**config.mk**
```make
export PLATFORM = sky130hd
export DESIGN_NAME = xy_route_stage_flat
export DESIGN_NICKNAME = d
export VERILOG_FILES = /design/src/rtl/noc_pkg.sv /design/src/rtl/xy_route_stage_if.sv /design/src/rtl/route_fifo.sv /design/src/rtl/xy_route_stage.sv /design/src/flat_wrapper.sv
export SDC_FILE = /design/constraint.sdc
export NUM_CORES = 1
export LEC_CHECK = 0
export CORE_MARGIN = 3
export CORE_UTILIZATION = 34
export DETAILED_ROUTE_END_ITERATION = 16
export MAX_ROUTING_LAYER = met4
export PLACE_DENSITY = 0.69
export SYNTH_ARGS = -nofsm -noshare
export SYNTH_HDL_FRONTEND = slang
export SYNTH_SLANG_ARGS = --single-unit
```
**constraint.sdc**
```tcl
create_clock -name clk -period 5.7 [get_ports clk]
set_input_delay 0.855 -clock clk [delete_from_list [all_inputs] [get_ports clk]]
set_output_delay 0.855 -clock clk [all_outputs]
set_load 0.03 [all_outputs]
```
**src/rtl/noc_pkg.sv**
```systemverilog
// Shared mesh-router definitions: port indices, route mode,
// header field offsets and the dimension-ordered route function.
package noc_pkg;

  localparam logic [2:0] PORT_LOCAL = 3'd0;
  localparam logic [2:0] PORT_NORTH = 3'd1;
  localparam logic [2:0] PORT_EAST  = 3'd2;
  localparam logic [2:0] PORT_SOUTH = 3'd3;
  localparam logic [2:0] PORT_WEST  = 3'd4;

  typedef enum logic {
    ROUTE_XY = 1'b0,
    ROUTE_YX = 1'b1
  } route_mode_e;

  // Header bit at the offset carries the field MSB.
  function automatic int hdr_x_off();
    return 1;
  endfunction

  function automatic int hdr_y_off(input int cs);
    return 1 + cs;
  endfunction

  function automatic logic [2:0] route_port(
    input logic [7:0]  rx,
    input logic [7:0]  ry,
    input logic [7:0]  dx,
    input logic [7:0]  dy,
    input route_mode_e mode
  );
    logic [2:0] px;
    logic [2:0] py;
    px = PORT_LOCAL;
    py = PORT_LOCAL;
    if (dx > rx)      px = PORT_EAST;
    else if (dx < rx) px = PORT_WEST;
    if (dy < ry)      py = PORT_NORTH;
    else if (dy > ry) py = PORT_SOUTH;
    if (mode == ROUTE_XY)
      return (px != PORT_LOCAL) ? px : py;
    return (py != PORT_LOCAL) ? py : px;
  endfunction

endpackage

```
**src/rtl/xy_route_stage_if.sv**
```systemverilog
// Arbiter-side and output-side bundle of the XY route stage.
// slave is the stage itself, master is whoever drives it.
interface xy_route_stage_if #(
  parameter int PL    = 16,
  parameter int REN   = 5,
  parameter int REN_B = 3
);

  logic [PL-1:0]    in_data;
  logic [REN_B-1:0] in_src;
  logic             in_valid;
  logic             in_ready;
  logic [REN-1:0]   ack;
  logic [PL-1:0]    out_data;
  logic [REN-1:0]   out_valid;
  logic [REN-1:0]   out_ready;
  logic [7:0]       drop_cnt;

  modport master (
    output in_data, in_src, in_valid, out_ready,
    input  in_ready, ack, out_data, out_valid, drop_cnt
  );

  modport slave (
    input  in_data, in_src, in_valid, out_ready,
    output in_ready, ack, out_data, out_valid, drop_cnt
  );

endinterface

```
**src/rtl/route_fifo.sv**
```systemverilog
// Occupancy-counted FIFO holding {port, packet} entries.
// Pointers wrap modulo DEPTH, so any DEPTH >= 1 works.
module route_fifo #(
  parameter int W     = 8,
  parameter int DEPTH = 2
) (
  input  logic         clk,
  input  logic         rst,
  input  logic         push_i,
  input  logic [W-1:0] wdata_i,
  input  logic         pop_i,
  output logic [W-1:0] rdata_o,
  output logic         full_o,
  output logic         empty_o
);

  localparam int PW = (DEPTH > 1) ? $clog2(DEPTH) : 1;
  localparam int CW = $clog2(DEPTH + 1);

  logic [W-1:0]  mem_q [DEPTH];
  logic [PW-1:0] wr_q, wr_d;
  logic [PW-1:0] rd_q, rd_d;
  logic [CW-1:0] cnt_q, cnt_d;
  logic          do_push, do_pop;

  function automatic logic [PW-1:0] nxt(input logic [PW-1:0] p);
    return (p == PW'(DEPTH - 1)) ? '0 : p + PW'(1);
  endfunction

  assign full_o  = (cnt_q == CW'(DEPTH));
  assign empty_o = (cnt_q == '0);
  assign do_push = push_i & ~full_o;
  assign do_pop  = pop_i & ~empty_o;
  assign rdata_o = mem_q[rd_q];

  // Next pointers and occupancy.
  always_comb begin
    wr_d  = wr_q;
    rd_d  = rd_q;
    cnt_d = cnt_q;
    if (do_push) wr_d = nxt(wr_q);
    if (do_pop)  rd_d = nxt(rd_q);
    if (do_push && !do_pop)      cnt_d = cnt_q + CW'(1);
    else if (!do_push && do_pop) cnt_d = cnt_q - CW'(1);
  end

  // Pointer and occupancy registers.
  always_ff @(posedge clk or posedge rst) begin
    if (rst) begin
      wr_q  <= '0;
      rd_q  <= '0;
      cnt_q <= '0;
    end else begin
      wr_q  <= wr_d;
      rd_q  <= rd_d;
      cnt_q <= cnt_d;
    end
  end

  // Entry storage; contents are don't-care while empty.
  always_ff @(posedge clk) begin
    if (do_push) mem_q[wr_q] <= wdata_i;
  end

endmodule

```
**src/rtl/xy_route_stage.sv**
```systemverilog
// Buffered dimension-ordered route stage: classify at enqueue,
// queue {port, packet}, present the head on one output port.
import noc_pkg::*;

module xy_route_stage #(
  parameter int CS     = 2,
  parameter int PL     = 16,
  parameter int REN    = 5,
  parameter int REN_B  = 3,
  parameter int DEPTH  = 2,
  parameter int MESH_X = 4,
  parameter int MESH_Y = 4,
  parameter int MODE   = 0
) (
  input  logic                clk,
  input  logic                rst,
  input  logic [CS-1:0]       router_X,
  input  logic [CS-1:0]       router_Y,
  xy_route_stage_if.slave     bus
);

  localparam int EW    = REN_B + PL;
  localparam int X_OFF = hdr_x_off();
  localparam int Y_OFF = hdr_y_off(CS);
  localparam route_mode_e RMODE =
    (MODE == 1) ? ROUTE_YX : ROUTE_XY;

  logic [CS-1:0]    dst_x, dst_y;
  logic             legal, accept, push, pop;
  logic             full, empty;
  logic [REN_B-1:0] rport, head_port;
  logic [PL-1:0]    head_pkt;
  logic [EW-1:0]    head;
  logic [7:0]       drop_cnt_q, drop_cnt_d;

  for (genvar g = 0; g < CS; g++) begin : g_hdr
    assign dst_x[CS-1-g] = bus.in_data[X_OFF+g];
    assign dst_y[CS-1-g] = bus.in_data[Y_OFF+g];
  end

  assign legal = bus.in_data[0]
              && (32'(dst_x) < MESH_X)
              && (32'(dst_y) < MESH_Y);

  assign rport = REN_B'(route_port(8'(router_X), 8'(router_Y),
                                   8'(dst_x), 8'(dst_y), RMODE));

  assign bus.in_ready = ~full;
  assign accept       = bus.in_valid & ~full;
  assign push         = accept & legal;

  route_fifo #(
    .W     (EW),
    .DEPTH (DEPTH)
  ) u_fifo (
    .clk     (clk),
    .rst     (rst),
    .push_i  (push),
    .wdata_i ({rport, bus.in_data}),
    .pop_i   (pop),
    .rdata_o (head),
    .full_o  (full),
    .empty_o (empty)
  );

  assign head_port = head[EW-1 -: REN_B];
  assign head_pkt  = head[PL-1:0];

  // One-hot ack back to the supplying input port.
  always_comb begin
    bus.ack = '0;
    for (int p = 0; p < REN; p++)
      bus.ack[p] = accept && (bus.in_src == REN_B'(p));
  end

  // Head is shown only on its routed port.
  always_comb begin
    bus.out_valid = '0;
    for (int p = 0; p < REN; p++)
      bus.out_valid[p] = ~empty && (head_port == REN_B'(p));
  end

  assign bus.out_data = empty ? '0 : head_pkt;
  assign pop          = |(bus.out_valid & bus.out_ready);

  // Saturating count of acked-but-discarded packets.
  always_comb begin
    drop_cnt_d = drop_cnt_q;
    if (accept && !legal && drop_cnt_q != 8'hFF)
      drop_cnt_d = drop_cnt_q + 8'd1;
  end

  // Drop counter register.
  always_ff @(posedge clk or posedge rst) begin
    if (rst) drop_cnt_q <= '0;
    else     drop_cnt_q <= drop_cnt_d;
  end

  assign bus.drop_cnt = drop_cnt_q;

endmodule
```
**src/flat_wrapper.sv**
```systemverilog
// flat-port wrapper written by rule: the top's interface ports become plain ports
module xy_route_stage_flat 
#(
  parameter int CS     = 2,
  parameter int PL     = 16,
  parameter int REN    = 5,
  parameter int REN_B  = 3,
  parameter int DEPTH  = 2,
  parameter int MESH_X = 4,
  parameter int MESH_Y = 4,
  parameter int MODE   = 0
)
  (clk, rst, router_X, router_Y, bus_in_data, bus_in_src, bus_in_valid, bus_out_ready, bus_in_ready, bus_ack, bus_out_data, bus_out_valid, bus_drop_cnt);
  xy_route_stage_if #(.PL(PL), .REN(REN), .REN_B(REN_B)) bus_i ();
  input  logic clk;
  input  logic rst;
  input  logic [CS-1:0] router_X;
  input  logic [CS-1:0] router_Y;
  input wire logic [$bits(bus_i.in_data)-1:0] bus_in_data;
  input wire logic [$bits(bus_i.in_src)-1:0] bus_in_src;
  input wire logic [$bits(bus_i.in_valid)-1:0] bus_in_valid;
  input wire logic [$bits(bus_i.out_ready)-1:0] bus_out_ready;
  output wire logic [$bits(bus_i.in_ready)-1:0] bus_in_ready;
  output wire logic [$bits(bus_i.ack)-1:0] bus_ack;
  output wire logic [$bits(bus_i.out_data)-1:0] bus_out_data;
  output wire logic [$bits(bus_i.out_valid)-1:0] bus_out_valid;
  output wire logic [$bits(bus_i.drop_cnt)-1:0] bus_drop_cnt;
  assign bus_i.in_data = bus_in_data;
  assign bus_i.in_src = bus_in_src;
  assign bus_i.in_valid = bus_in_valid;
  assign bus_i.out_ready = bus_out_ready;
  assign bus_in_ready = bus_i.in_ready;
  assign bus_ack = bus_i.ack;
  assign bus_out_data = bus_i.out_data;
  assign bus_out_valid = bus_i.out_valid;
  assign bus_drop_cnt = bus_i.drop_cnt;
  xy_route_stage #(.CS(CS), .PL(PL), .REN(REN), .REN_B(REN_B), .DEPTH(DEPTH), .MESH_X(MESH_X), .MESH_Y(MESH_Y), .MODE(MODE)) u_core (.clk(clk), .rst(rst), .router_X(router_X), .router_Y(router_Y), .bus(bus_i));
endmodule
```
==> out/qor.txt <==
Drt first pass iters: 4
Area Growth Syn to Fin: 35.7%
Die H: 88.4 um
Largest net degree at the start of global routing: 20
Initial DRC count: 45
I/O pin count: 66
HP Class: flip-flop to flip-flop
CTS-repair resized insts: 0
Final hold viol count: 0
CP startpoint kind: flip-flop
DR WL/cell: 14.1 um
Die Area: 7820 um^2
Largest family of logic cells by synthesized area: simple AND/OR/NAND/NOR gates
Congestion Overflow GR: 0
Critical path type: flip-flop to primary output
Setup Slack @ Placement: 2.30 ns
Vias per cell: 4.83
Vias in the first global route: 1,516
All-Layer GR Usage: 12.5%
Pwr Density: 455 nW/um^2
Status: complete, no violations
Critical-path top delay cell: clkdlybuf4s50_1
Critical path data arrival time: 2.85 ns
Syn Nets: 214
Critical path data required time: 4.85 ns
Post-synthesis xor/xnor area fraction: 4.17%
Crit path max fanout: 18
Most area-hungry cell type in the Yosys netlist: edfxtp_1
Worst Max-Slew Pin Slew: 0.952 ns
Cell Count Post-Placement: 316
HPWL after detailed placement: 3390 um
Setup TNS Final: 0 ns
Critical path cell sequence: buf_4 -> mux2i_1 -> o21ai_0 -> nor3b_1 -> clkdlybuf4s50_1
Hold Path Cell Cnt: 1
Ranking of synthesized cells by area: edfxtp_1, dfrtp_1, mux2i_1
TritonCTS buffer count: 5
Clock sinks: 50
Multiplexer area fraction after synthesis: 11.0%
Synth Area in Compound Gates: 3.47%
Final setup viols: 0
Layout cells sized above 1: 6.07%
Final WL: 4570 um
Syn Std Cell Area: 2310 um^2
VDD IR max: 0.157 mV
Cell row count: 29
Cell count after synthesis: 177
Die X: 88.4 um
RSZ-0062 raised after global routing: no
Initial Util: 35.8%
Total power: 1.43 mW
H-Tree Depth: 2
Synth Area in Simple Gates: 12.7%
Fin worst setup slack: 1.99 ns
Crit-path max cell delay: 0.70 ns
# fillers: 588
# nets final: 283
First-pass GRT wire length: 7080 um
Clock Tree Root: clkbuf_8
Hold Buf Count CTS: 0
Initial antenna violation count: 0
Sequential-to-total area share from yosys stat: 62.4%
Slew margin rel.: 36.5%
Post-DRT Antenna Nets: 0
Reg2Reg Depth: 9
Post-CTS setup buffer count: 0
Yosys reg bits: 50
Ys Warns: 0
Fmax: 270 MHz
Synth Area per Inst: 13.1 um^2
Clock-pin slew on the worst setup and hold paths: 0.09 ns
Post-Place Cell Area: 3050 um^2
CTS tree: done
Crit end category: primary output
Post-route cell area: 3140 um^2
Synth cell types: 35
I/O Buffers: 65
Final hold slack: 0.502 ns
Layout Cells excl Fill: 324
CTS max path bufs: 2
Final worst-path cycle share: 65.0%
Skew-Pair Late Insertion Delay: 0.30 ns
Post-synthesis adder-cell area fraction: 3.25%
RePlAce Congestion: 0.822
Tmin final: 3.71 ns
Final Util: 48.6%
Max Cap Violations: 0
Yosys top cell area share: 49.4%
Lkg Pwr: 1.23 nW
DR vias: 1,566
CORE AREA: 6460 um^2
Clk_skew: 0.00861 ns
ANT cells: 0
DRC viols: 0
Slew Limit Fails: 0
path summary, 6_finish.rpt:
path	endpoint	slack, ns	start
max	bus_out_valid[2]	1.99	u_core.u_fifo.rd_q$_DFFE_PP0P_
min	u_core.bus.drop_cnt[7]$_DFFE_PP0P_	0.50	u_core.bus.drop_cnt[7]$_DFFE_PP0P_
max reg2reg	u_core.u_fifo.cnt_q[1]$_DFFE_PP0P_	3.05	u_core.u_fifo.rd_q$_DFFE_PP0P_
min reg2reg	u_core.bus.drop_cnt[7]$_DFFE_PP0P_	0.50	u_core.bus.drop_cnt[7]$_DFFE_PP0P_
max in group asynchronous	u_core.u_fifo.cnt_q[1]$_DFFE_PP0P_	4.50	rst
min in group asynchronous	u_core.u_fifo.rd_q$_DFFE_PP0P_	0.87	rst
Yosys cell counts:
master / number
edfxtp_1: 38
mux2i_1: 23
nor2_1: 23
dfrtp_1: 12
inv_1: 11
xor2_1: 8
ha_1: 6
nand2_1: 6
nor3_1: 6
nand3_1: 5
o21ai_0: 4
a21oi_1: 3
nor3b_1: 3
nor4b_1: 3
xnor2_1: 3
and2_1: 2
buf_2: 2
clkbuf_1: 2
a2111o_1: 1
a211oi_2: 1
a31oi_1: 1
and3_1: 1
buf_6: 1
mux2_2: 1
mux2i_2: 1
nand2b_1: 1
nand4_1: 1
nor2b_1: 1
nor4_1: 1
nor4bb_1: 1
o2111ai_1: 1
o22ai_1: 1
or3_1: 1
or3_4: 1
or3b_1: 1
sequential cells by signal, indices dropped and copies added, names as in the netlist:
register / flops
u_core.bus.drop_cnt: 8
u_core.u_fifo.cnt_q: 2
u_core.u_fifo.mem_q: 38
u_core.u_fifo.rd_q: 1
u_core.u_fifo.wr_q: 1
layout by cell type (no fill, tap or decap), drive strengths merged, types with 2 or more instances in the layout:
| cell type | instances |
|---|---|
| xor2 | 8 |
| xnor2 | 3 |
| mux2i | 24 |
| nor3 | 6 |
| and2 | 2 |
| ha | 6 |
| nor3b | 3 |
| dfrtp | 12 |
| buf | 2 |
| nor2 | 23 |
| a21oi | 3 |
| o21ai | 4 |
| inv | 11 |
| nor4b | 3 |
| clkdlybuf4s50 | 65 |
| nand2 | 6 |
| or3 | 2 |
| edfxtp | 38 |
| clkinv | 2 |
| nand3 | 5 |
| clkbuf | 5 |
area by class of cell:
cell class	count	area, um^2	area share, %
Sequential cell	50	1440	46.0
Clock buffer	5	68.8	2.19
Multi-Input combinational cell	111	802	25.6
Timing Repair Buffer	67	666	21.2
Inverter	11	41.3	1.32
Clock inverter	3	21.3	0.678
Tap cell	77	96.3	3.07
power by group:
| part | switching, mW | leakage, nW | internal (mW) |
|---|---|---|---|
| clock network | 0.113 | 0.0441 | 0.0862 |
| logic | 0.402 | 0.689 | 0.300 |
| registers | 0.0618 | 0.497 | 0.465 |
| total | 0.577 | 1.23 | 0.852 |
layer usage:
metal / share of wire (%) / routed length [um] / track usage, %
met3: 4.9 / 222 / 3.17
met2: 51 / 2330 / 20.5
met1: 42 / 1940 / 14.8
met5: 0 / 0 / -
met4: 1.8 / 81 / 4.95
critical path: cells and delay by family, from the launching register on:
family,cells,cell delay [ns]
multiplexers,1,0.33
buffers and inverters,2,1.05
flip-flops,1,0.63
AND/OR/NAND/NOR,1,0.26
AO/OA/AOI/OAI,1,0.28
logic make-up after synthesis:
kind of cell             after synthesis
adder cells (fa/ha/maj)                6
buffers and inverters                 16
AND/OR/NAND/NOR                       57
multiplexers                          25
flip-flops                            50
XOR/XNOR                              11
AO/OA/AOI/OAI                         12
Note: power is estimated with default switching activity, not from simulation.
